File: config.mk
export PLATFORM = sky130hd
export DESIGN_NAME = bcp_propagation_controller_flat
export DESIGN_NICKNAME = d
export VERILOG_FILES = /design/src/rtl/bcp_pkg.sv /design/src/rtl/bcp_propagation_controller_if.sv /design/src/rtl/bcp_unit_select.sv /design/src/rtl/bcp_propagation_controller.sv /design/src/flat_wrapper.sv
export SDC_FILE = /design/constraint.sdc
export NUM_CORES = 1
export LEC_CHECK = 0
export ABC_AREA = 1
export CORE_UTILIZATION = 39
export CTS_CLUSTER_SIZE = 8
export DETAILED_ROUTE_END_ITERATION = 12
export PLACE_DENSITY = 0.87
export SLEW_MARGIN = 10
export SYNTH_ARGS = -nofsm -noshare
export SYNTH_HDL_FRONTEND = slang
export SYNTH_SLANG_ARGS = --single-unit
File: constraint.sdc
create_clock -name clk_i -period 3.8 [get_ports clk_i]
set_input_delay 0.57 -clock clk_i [delete_from_list [all_inputs] [get_ports clk_i]]
set_output_delay 0.57 -clock clk_i [all_outputs]
set_load 0.05 [all_outputs]
File: src/rtl/bcp_pkg.sv
// Shared types and default sizing for the BCP propagation controller slice.
package bcp_pkg;

    localparam int BCP_MAX_VARIABLE_ID       = 4;
    localparam int BCP_VARIABLE_ENCODING_LEN = $clog2(BCP_MAX_VARIABLE_ID + 1);
    localparam int BCP_MAX_CLAUSE            = 16;

    typedef enum logic [1:0] {
        IDLE   = 2'b00,
        BCAST  = 2'b01,
        SCAN   = 2'b10,
        RESULT = 2'b11
    } bcp_state_e;

    typedef enum logic [1:0] {
        OK             = 2'b00,
        CONFLICT       = 2'b01,
        REJECTED       = 2'b10,
        PROTOCOL_ERROR = 2'b11
    } bcp_status_e;

endpackage

File: src/rtl/bcp_propagation_controller_if.sv
// Host-side decision/result handshake of the propagation controller.
// Signal names are seen from the controller (i = into it, o = out of it).
interface bcp_propagation_controller_if
    import bcp_pkg::*;
#(
    parameter int VARIABLE_ENCODING_LEN = BCP_VARIABLE_ENCODING_LEN
) ();

    logic                             decision_valid_i;
    logic                             decision_ready_o;
    logic [VARIABLE_ENCODING_LEN-1:0] decision_variable_id_i;
    logic                             decision_assignment_i;
    logic                             result_valid_o;
    logic                             result_ready_i;
    logic [1:0]                       result_status_o;
    logic [VARIABLE_ENCODING_LEN-1:0] result_implication_count_o;

    // Solver host: issues decisions, consumes results.
    modport master (
        output decision_valid_i, decision_variable_id_i, decision_assignment_i, result_ready_i,
        input  decision_ready_o, result_valid_o, result_status_o, result_implication_count_o
    );

    // Propagation controller: accepts decisions, produces results.
    modport slave (
        input  decision_valid_i, decision_variable_id_i, decision_assignment_i, result_ready_i,
        output decision_ready_o, result_valid_o, result_status_o, result_implication_count_o
    );

endinterface

File: src/rtl/bcp_unit_select.sv
// Combinational selection of the lowest-index unit clause plus a
// conflict summary over the whole clause array.
module bcp_unit_select
    import bcp_pkg::*;
#(
    parameter int MAX_CLAUSE            = BCP_MAX_CLAUSE,
    parameter int VARIABLE_ENCODING_LEN = BCP_VARIABLE_ENCODING_LEN
) (
    input  logic [MAX_CLAUSE-1:0]                       clause_unit_i,
    input  logic [MAX_CLAUSE-1:0]                       clause_conflict_i,
    input  logic [MAX_CLAUSE*VARIABLE_ENCODING_LEN-1:0] implication_variable_id_i,
    input  logic [MAX_CLAUSE-1:0]                       implication_assignment_i,
    output logic                                        unit_found_o,
    output logic [VARIABLE_ENCODING_LEN-1:0]            unit_variable_id_o,
    output logic                                        unit_assignment_o,
    output logic                                        any_conflict_o
);

    assign unit_found_o   = |clause_unit_i;
    assign any_conflict_o = |clause_conflict_i;

    // Priority encode: walk from the top so the lowest unit index is written last and wins.
    always_comb begin
        unit_variable_id_o = '0;
        unit_assignment_o  = 1'b0;
        for (int k = MAX_CLAUSE - 1; k >= 0; k--) begin
            unit_variable_id_o = clause_unit_i[k]
                ? implication_variable_id_i[k*VARIABLE_ENCODING_LEN +: VARIABLE_ENCODING_LEN]
                : unit_variable_id_o;
            unit_assignment_o  = clause_unit_i[k] ? implication_assignment_i[k] : unit_assignment_o;
        end
    end

endmodule

File: src/rtl/bcp_propagation_controller.sv
// Broadcast side of the BCP accelerator: takes one host decision, broadcasts
// it and every resulting implication to the clause array, keeps the global
// assignment bitmap, and reports OK / CONFLICT / REJECTED / PROTOCOL_ERROR.
module bcp_propagation_controller
    import bcp_pkg::*;
#(
    parameter int MAX_VARIABLE_ID       = BCP_MAX_VARIABLE_ID,
    parameter int VARIABLE_ENCODING_LEN = $clog2(MAX_VARIABLE_ID + 1),
    parameter int MAX_CLAUSE            = BCP_MAX_CLAUSE
) (
    input  logic                                        clk_i,
    input  logic                                        rst_i,
    bcp_propagation_controller_if.slave                 host_if,
    output logic                                        update_assignment_o,
    output logic [VARIABLE_ENCODING_LEN-1:0]            decision_variable_id_o,
    output logic                                        decision_assignment_o,
    input  logic [MAX_CLAUSE-1:0]                       clause_unit_i,
    input  logic [MAX_CLAUSE-1:0]                       clause_conflict_i,
    input  logic [MAX_CLAUSE*VARIABLE_ENCODING_LEN-1:0] implication_variable_id_i,
    input  logic [MAX_CLAUSE-1:0]                       implication_assignment_i,
    output logic [MAX_VARIABLE_ID:0]                    assigned_o,
    output logic [MAX_VARIABLE_ID:0]                    assignment_value_o
);

    localparam int                             ENC    = VARIABLE_ENCODING_LEN;
    localparam logic [ENC-1:0]                 MAX_ID = ENC'(MAX_VARIABLE_ID);
    localparam logic [ENC-1:0]                 CNT_MAX = '1;

    bcp_state_e             state_q, state_d;
    bcp_status_e            status_q, status_d;
    logic [ENC-1:0]         count_q, count_d;
    logic [MAX_VARIABLE_ID:0] assigned_q, assigned_d;
    logic [MAX_VARIABLE_ID:0] value_q, value_d;
    logic                   ready_q, ready_d;
    logic                   rvalid_q, rvalid_d;
    logic                   strobe_q, strobe_d;
    logic [ENC-1:0]         bid_q, bid_d;
    logic                   bval_q, bval_d;

    logic                   load_s;
    logic [ENC-1:0]         load_id_s;
    logic                   load_val_s;
    logic                   unit_found_s;
    logic [ENC-1:0]         unit_id_s;
    logic                   unit_val_s;
    logic                   any_conflict_s;

    // An id is usable only if it names a real variable that is still free.
    function automatic logic id_usable(input logic [ENC-1:0] id, input logic [MAX_VARIABLE_ID:0] bitmap);
        if ((id == '0) || (id > MAX_ID)) begin
            return 1'b0;
        end else begin
            return ~bitmap[id];
        end
    endfunction

    bcp_unit_select #(
        .MAX_CLAUSE            (MAX_CLAUSE),
        .VARIABLE_ENCODING_LEN (ENC)
    ) u_unit_select (
        .clause_unit_i             (clause_unit_i),
        .clause_conflict_i         (clause_conflict_i),
        .implication_variable_id_i (implication_variable_id_i),
        .implication_assignment_i  (implication_assignment_i),
        .unit_found_o              (unit_found_s),
        .unit_variable_id_o        (unit_id_s),
        .unit_assignment_o         (unit_val_s),
        .any_conflict_o            (any_conflict_s)
    );

    // State and every output register; reset clears all of them, bitmap included.
    always_ff @(posedge clk_i) begin
        if (rst_i) begin
            state_q    <= IDLE;
            status_q   <= OK;
            count_q    <= '0;
            assigned_q <= '0;
            value_q    <= '0;
            ready_q    <= 1'b0;
            rvalid_q   <= 1'b0;
            strobe_q   <= 1'b0;
            bid_q      <= '0;
            bval_q     <= 1'b0;
        end else begin
            state_q    <= state_d;
            status_q   <= status_d;
            count_q    <= count_d;
            assigned_q <= assigned_d;
            value_q    <= value_d;
            ready_q    <= ready_d;
            rvalid_q   <= rvalid_d;
            strobe_q   <= strobe_d;
            bid_q      <= bid_d;
            bval_q     <= bval_d;
        end
    end

    // Next state, result bookkeeping and the broadcast that the next cycle will carry.
    always_comb begin
        state_d    = state_q;
        status_d   = status_q;
        count_d    = count_q;
        load_s     = 1'b0;
        load_id_s  = '0;
        load_val_s = 1'b0;

        case (state_q)
            IDLE: begin
                if (host_if.decision_valid_i && ready_q) begin
                    count_d = '0;
                    if (id_usable(host_if.decision_variable_id_i, assigned_q)) begin
                        state_d    = BCAST;
                        load_s     = 1'b1;
                        load_id_s  = host_if.decision_variable_id_i;
                        load_val_s = host_if.decision_assignment_i;
                    end else begin
                        state_d  = RESULT;
                        status_d = REJECTED;
                    end
                end else begin
                    state_d = IDLE;
                end
            end
            BCAST: begin
                state_d = SCAN;
            end
            SCAN: begin
                if (any_conflict_s) begin
                    state_d  = RESULT;
                    status_d = CONFLICT;
                end else if (unit_found_s) begin
                    if (id_usable(unit_id_s, assigned_q)) begin
                        state_d    = BCAST;
                        load_s     = 1'b1;
                        load_id_s  = unit_id_s;
                        load_val_s = unit_val_s;
                        count_d    = (count_q == CNT_MAX) ? count_q : count_q + ENC'(1);
                    end else begin
                        state_d  = RESULT;
                        status_d = PROTOCOL_ERROR;
                    end
                end else begin
                    state_d  = RESULT;
                    status_d = OK;
                end
            end
            RESULT: begin
                if (host_if.result_ready_i) begin
                    state_d = IDLE;
                end else begin
                    state_d = RESULT;
                end
            end
            default: begin
                state_d = IDLE;
            end
        endcase
    end

    // Bitmap is written together with the broadcast so it is visible during the strobe.
    always_comb begin
        assigned_d = assigned_q;
        value_d    = value_q;
        if (load_s) begin
            assigned_d[load_id_s] = 1'b1;
            value_d[load_id_s]    = load_val_s;
        end else begin
            assigned_d = assigned_q;
            value_d    = value_q;
        end
        ready_d  = (state_d == IDLE);
        rvalid_d = (state_d == RESULT);
        strobe_d = load_s;
        bid_d    = load_s ? load_id_s : '0;
        bval_d   = load_s & load_val_s;
    end

    assign host_if.decision_ready_o           = ready_q;
    assign host_if.result_valid_o             = rvalid_q;
    assign host_if.result_status_o            = status_q;
    assign host_if.result_implication_count_o = count_q;
    assign update_assignment_o                = strobe_q;
    assign decision_variable_id_o             = bid_q;
    assign decision_assignment_o              = bval_q;
    assign assigned_o                         = assigned_q;
    assign assignment_value_o                 = value_q;

endmodule

File: src/flat_wrapper.sv
// flat-port wrapper written by rule: the top's interface ports become plain ports
module bcp_propagation_controller_flat import bcp_pkg::*;
#(
    parameter int MAX_VARIABLE_ID       = BCP_MAX_VARIABLE_ID,
    parameter int VARIABLE_ENCODING_LEN = $clog2(MAX_VARIABLE_ID + 1),
    parameter int MAX_CLAUSE            = BCP_MAX_CLAUSE
)
  (clk_i, rst_i, update_assignment_o, decision_variable_id_o, decision_assignment_o, clause_unit_i, clause_conflict_i, implication_variable_id_i, implication_assignment_i, assigned_o, assignment_value_o, host_if_decision_valid_i, host_if_decision_variable_id_i, host_if_decision_assignment_i, host_if_result_ready_i, host_if_decision_ready_o, host_if_result_valid_o, host_if_result_status_o, host_if_result_implication_count_o);
  bcp_propagation_controller_if #(.VARIABLE_ENCODING_LEN(VARIABLE_ENCODING_LEN)) host_if_i ();
  input  logic clk_i;
  input  logic rst_i;
  output logic update_assignment_o;
  output logic [VARIABLE_ENCODING_LEN-1:0] decision_variable_id_o;
  output logic decision_assignment_o;
  input  logic [MAX_CLAUSE-1:0] clause_unit_i;
  input  logic [MAX_CLAUSE-1:0] clause_conflict_i;
  input  logic [MAX_CLAUSE*VARIABLE_ENCODING_LEN-1:0] implication_variable_id_i;
  input  logic [MAX_CLAUSE-1:0] implication_assignment_i;
  output logic [MAX_VARIABLE_ID:0] assigned_o;
  output logic [MAX_VARIABLE_ID:0] assignment_value_o;
  input wire logic [$bits(host_if_i.decision_valid_i)-1:0] host_if_decision_valid_i;
  input wire logic [$bits(host_if_i.decision_variable_id_i)-1:0] host_if_decision_variable_id_i;
  input wire logic [$bits(host_if_i.decision_assignment_i)-1:0] host_if_decision_assignment_i;
  input wire logic [$bits(host_if_i.result_ready_i)-1:0] host_if_result_ready_i;
  output wire logic [$bits(host_if_i.decision_ready_o)-1:0] host_if_decision_ready_o;
  output wire logic [$bits(host_if_i.result_valid_o)-1:0] host_if_result_valid_o;
  output wire logic [$bits(host_if_i.result_status_o)-1:0] host_if_result_status_o;
  output wire logic [$bits(host_if_i.result_implication_count_o)-1:0] host_if_result_implication_count_o;
  assign host_if_i.decision_valid_i = host_if_decision_valid_i;
  assign host_if_i.decision_variable_id_i = host_if_decision_variable_id_i;
  assign host_if_i.decision_assignment_i = host_if_decision_assignment_i;
  assign host_if_i.result_ready_i = host_if_result_ready_i;
  assign host_if_decision_ready_o = host_if_i.decision_ready_o;
  assign host_if_result_valid_o = host_if_i.result_valid_o;
  assign host_if_result_status_o = host_if_i.result_status_o;
  assign host_if_result_implication_count_o = host_if_i.result_implication_count_o;
  bcp_propagation_controller #(.MAX_VARIABLE_ID(MAX_VARIABLE_ID), .VARIABLE_ENCODING_LEN(VARIABLE_ENCODING_LEN), .MAX_CLAUSE(MAX_CLAUSE)) u_core (.clk_i(clk_i), .rst_i(rst_i), .host_if(host_if_i), .update_assignment_o(update_assignment_o), .decision_variable_id_o(decision_variable_id_o), .decision_assignment_o(decision_assignment_o), .clause_unit_i(clause_unit_i), .clause_conflict_i(clause_conflict_i), .implication_variable_id_i(implication_variable_id_i), .implication_assignment_i(implication_assignment_i), .assigned_o(assigned_o), .assignment_value_o(assignment_value_o));
endmodule
==> impl_table.tex <==
\begin{tabular}{lr}
\hline
Metric & Value \\
\hline
\multicolumn{2}{l}{\textbf{Timing}} \\
Worst Tran Pin Value & 682 ps \\
Final number of max-transition violations & 0 \\
Slew HR & 0.544 \\
Period utilization & 0.787 \\
Final worst hold slack & 425 ps \\
Total negative setup slack & 0 ps \\
Layout Skew & 3.72 ps \\
Highest clock rate & 334 MHz \\
Setup-violating endpoint count in the final report & 0 \\
Fin crit period & 2990 ps \\
Unrepaired setup endpoints after global routing & false \\
Number of failing hold endpoints at the final stage & 0 \\
\multicolumn{2}{l}{\textbf{Global routing}} \\
Initial antenna violation count & 0 \\
Via count of the first global-routing pass & 2268 \\
Wire length of the first global-routing pass & 10300 um \\
Global route total overflow & 0 \\
Overall track demand over capacity in global routing & 0.251 \\
Maximum number of pins on one net before global-route repair & 19 \\
\multicolumn{2}{l}{\textbf{Worst setup path}} \\
Type of element capturing the critical path & register \\
Most prevalent standard cell on the critical path & sky130\_fd\_sc\_hd\_\_nand2\_1 \\
Worst path slowest cell & sky130\_fd\_sc\_hd\_\_clkdlybuf4s50\_1 \\
Worst setup slack for register-to-register paths & 2080 ps \\
Required time of the critical path & 3930 ps \\
Crit path DAT & 3120 ps \\
CP max stage delay & 490 ps \\
Highest net fanout along the worst path & 5 \\
Cell-by-cell listing of the critical path & clkdlybuf4s50\_1 -> or2\_1 -> nor2\_1 -> nand2\_1 -> nand2\_1 -> nand2\_1 -> nand2\_1 -> nand2\_1 -> nand2\_1 -> nand2\_1 -> nand2\_1 -> nand2\_1 -> nand2\_1 -> nand2\_1 -> nand2\_1 -> nand2\_1 -> nand2\_2 -> nand3\_4 -> o21ai\_1 -> nand2\_2 -> nor2\_1 -> nor2\_1 \\
Kind of start point of the critical path & primary input \\
CP Class & in -> reg \\
\multicolumn{2}{l}{\textbf{Synthesis}} \\
Share of the synthesized area in the top cell type & 0.254 \\
Top post-synthesis cells by area & sky130\_fd\_sc\_hd\_\_dfxtp\_1 25\%, sky130\_fd\_sc\_hd\_\_nand2\_1 19\%, sky130\_fd\_sc\_hd\_\_nor2\_1 11\% \\
Mapped Area & 0.00189 sq mm \\
Mux cell area share after synthesis & 0 \\
Post-Syn Area per Cell & 5.87 sq um \\
Synth warnings & 0 \\
Post-synth cell types & 41 \\
Fraction of synthesis flops using an asynchronous set or reset pin & 0 \\
Count of flip-flops with a built-in enable after synthesis & 0 \\
Dominant combinational cell family by area after synthesis & simple AND/OR/NAND/NOR gates \\
Sequential area share after synthesis & 0.254 \\
Fraction of the mapped netlist area in adder cells & 0.0132 \\
Yosys reg bits & 24 \\
Cells after Synth & 322 \\
Biggest area consumer among synthesized cells & sky130\_fd\_sc\_hd\_\_dfxtp\_1 \\
Simple-Gate Fraction of Synth Area & 0.478 \\
Net Count, Synth & 428 \\
Synth Area in Compound Gates & 0.158 \\
Dominant synthesized flop cell & sky130\_fd\_sc\_hd\_\_dfxtp\_1 \\
Leading post-synthesis cells by instance count & 98 x sky130\_fd\_sc\_hd\_\_nand2\_1, 53 x sky130\_fd\_sc\_hd\_\_nor2\_1, 37 x sky130\_fd\_sc\_hd\_\_inv\_1 \\
XOR/XNOR share of the synthesized area & 0 \\
Cell with the most instances after synthesis & sky130\_fd\_sc\_hd\_\_nand2\_1 \\
\multicolumn{2}{l}{\textbf{Power}} \\
Worst vdd ir & 0.000236 V \\
Clock share of power & 0.183 \\
Proportion of total power due to net switching & 0.381 \\
Power Dens Cells & 284 mW/mm\^{}2 \\
Sequential fraction of design power & 0.323 \\
Switching pwr & 0.000351 W \\
Proportion of power drawn by combinational gates & 0.494 \\
Cell Int Power & 0.000571 W \\
Static Leak & 1.41 nW \\
\multicolumn{2}{l}{\textbf{Layout}} \\
\# fillers & 368 \\
Area taken by multi-input logic gates & 0.00123 sq mm \\
Post-layout net count & 553 \\
Inserted Diodes & 0 \\
Area Overhead vs Synth & 71.5\% \\
Total area of sequential cells & 480 sq um \\
Fraction of layout instances using a drive strength above 1 & 0.0695 \\
Core Util, Final & 0.720 \\
\multicolumn{2}{l}{\textbf{Detailed routing}} \\
First-pass iteration count of the detailed router & 4 \\
Iteration-0 DRC count of the detailed router & 156 \\
Number of nets with antenna violations after detailed routing & 0 \\
Via-to-Cell Ratio & 4.98 \\
Total vias in the final route & 2480 \\
Number of design rule violations left after detail routing & 0 \\
Routed WL & 6550 um \\
Wirelength per Cell & 13.2 um \\
\multicolumn{2}{l}{\textbf{Floorplanning}} \\
Initial cell density of the core & 0.420 \\
Floorplan Core Area & 0.00450 sq mm \\
Vertical die dimension & 71.6 um \\
Number of cell rows & 24 \\
Die Footprint & 0.00513 sq mm \\
Horiz. Die Dim & 71.6 um \\
Top Ports & 126 \\
\multicolumn{2}{l}{\textbf{Clock network}} \\
Number of buffers on the longest clock path & 2 \\
CTS-repair resized insts & 0 \\
Clock root buffer & sky130\_fd\_sc\_hd\_\_clkbuf\_8 \\
TritonCTS clock tree & yes \\
Later-pin clock latency in the skew report & 260 ps \\
Clock slew at reported path FFs & 80 ps \\
H-tree depth & 1 \\
Number of buffers inserted by post-CTS setup repair & 0 \\
CTS sink count & 24 \\
Count of hold-fix buffers inserted at cts & 0 \\
Cts bufs inserted & 3 \\
\multicolumn{2}{l}{\textbf{Placed design}} \\
Count of port buffers added during placement & 125 \\
Final HPWL DP & 5520 um \\
Routability-driven placement congestion ratio & 0.869 \\
\multicolumn{2}{l}{\textbf{Job}} \\
MaxCap Viol Count & 0 \\
\multicolumn{2}{l}{\textbf{Outcome}} \\
Result of the run & finished clean \\
\multicolumn{2}{l}{\textbf{Min path}} \\
Worst min path class & reg -> reg \\
\hline
\end{tabular}
[kinds of logic after synthesis]
family,after synthesis
flip-flops,24
AO/OA/AOI/OAI,49
adder cells (fa/ha/maj),2
AND/OR/NAND/NOR,199
buffers and inverters,48
[power by group through the flow]
| stage | sequential (W) | combinational, W | clock, W |
|---|---|---|---|
| floorplan | 0.000377 | 0.000183 | 0 |
| global placement | 0.000304 | 0.000443 | 0 |
| detailed placement | 0.000305 | 0.000451 | 0 |
| CTS | 0.000299 | 0.000454 | 0.000174 |
| global route | 0.000302 | 0.000494 | 0.000183 |
| finish | 0.000298 | 0.000456 | 0.000168 |
[through the flow]
stage	total power [W]	instance area, sq um	setup slack, ps	instances
after global placement	0.000747	3190	649	494
after CTS	0.000926	3240	842	498
after global routing	0.000979	3240	473	498
after floorplan	0.000560	1890	1390	322
final	0.000922	3240	810	498
after detailed placement	0.000756	3190	570	494
[worst max-delay path, delay by kind of cell]
kind	cells	cell delay [ps]
AOI/OAI and AO/OA	1	260
buffers and inverters	1	490
and+or+nand+nor	20	1750
[per-layer routing]
layer | global-route usage | vias to the layer above | part of all wire
met2 | 0.450 | 90 | 0.49
met4 | 0.0479 | 0 | 0.014
met5 | 0 | - | 0
li1 | - | 1288 | -
met3 | 0.0492 | 14 | 0.055
met1 | 0.315 | 1088 | 0.44
[sequential cells by signal, indices dropped and copies added, names as in the netlist]
signal and cells:
u_core.decision_variable_id_o 3, u_core.host_if.decision_ready_o 1, u_core.assigned_o 5, u_core.decision_assignment_o 1, u_core.state_q 2, u_core.update_assignment_o 1, u_core.assignment_value_o 5, u_core.host_if.result_status_o 2
u_core.host_if.result_implication_count_o 3, u_core.host_if.result_valid_o 1
[cell type report]
class	count	share of cell area
well taps	52	0.0201
clock buffers	4	0.0170
repair buffers	125	0.386
flip-flops and latches	24	0.148
multi-input cells	250	0.379
inverters	43	0.0498
[worst paths after layout]
kind                                                    from                                            to  cells past startpoint
worst min register to register  u_core.assignment_value_o[0]                  u_core.assignment_value_o[0]                      2
worst min-delay path            u_core.assignment_value_o[0]                  u_core.assignment_value_o[0]                      2
worst max register to register             u_core.state_q[1]  u_core.host_if.result_implication_count_o[2]                      7
worst max-delay path                        clause_unit_i[9]                             u_core.state_q[1]                     22
[cell usage in the layout, fill, tap and decap left out, types with 4 or more instances in the layout]
master / n
sky130_fd_sc_hd__nand4_1: 6
sky130_fd_sc_hd__inv_1: 37
sky130_fd_sc_hd__a21oi_1: 19
sky130_fd_sc_hd__o22ai_1: 6
sky130_fd_sc_hd__nor2_1: 53
sky130_fd_sc_hd__inv_2: 5
sky130_fd_sc_hd__o21ai_0: 6
sky130_fd_sc_hd__clkdlybuf4s50_1: 125
sky130_fd_sc_hd__nand2_1: 98
sky130_fd_sc_hd__dfxtp_1: 24
sky130_fd_sc_hd__clkbuf_8: 4
sky130_fd_sc_hd__nand2_2: 7
sky130_fd_sc_hd__nand3_1: 13
sky130_fd_sc_hd__nor4_1: 6
sky130_fd_sc_hd__o211ai_1: 4
No activity file was read; power rests on OpenSTA's default activity.
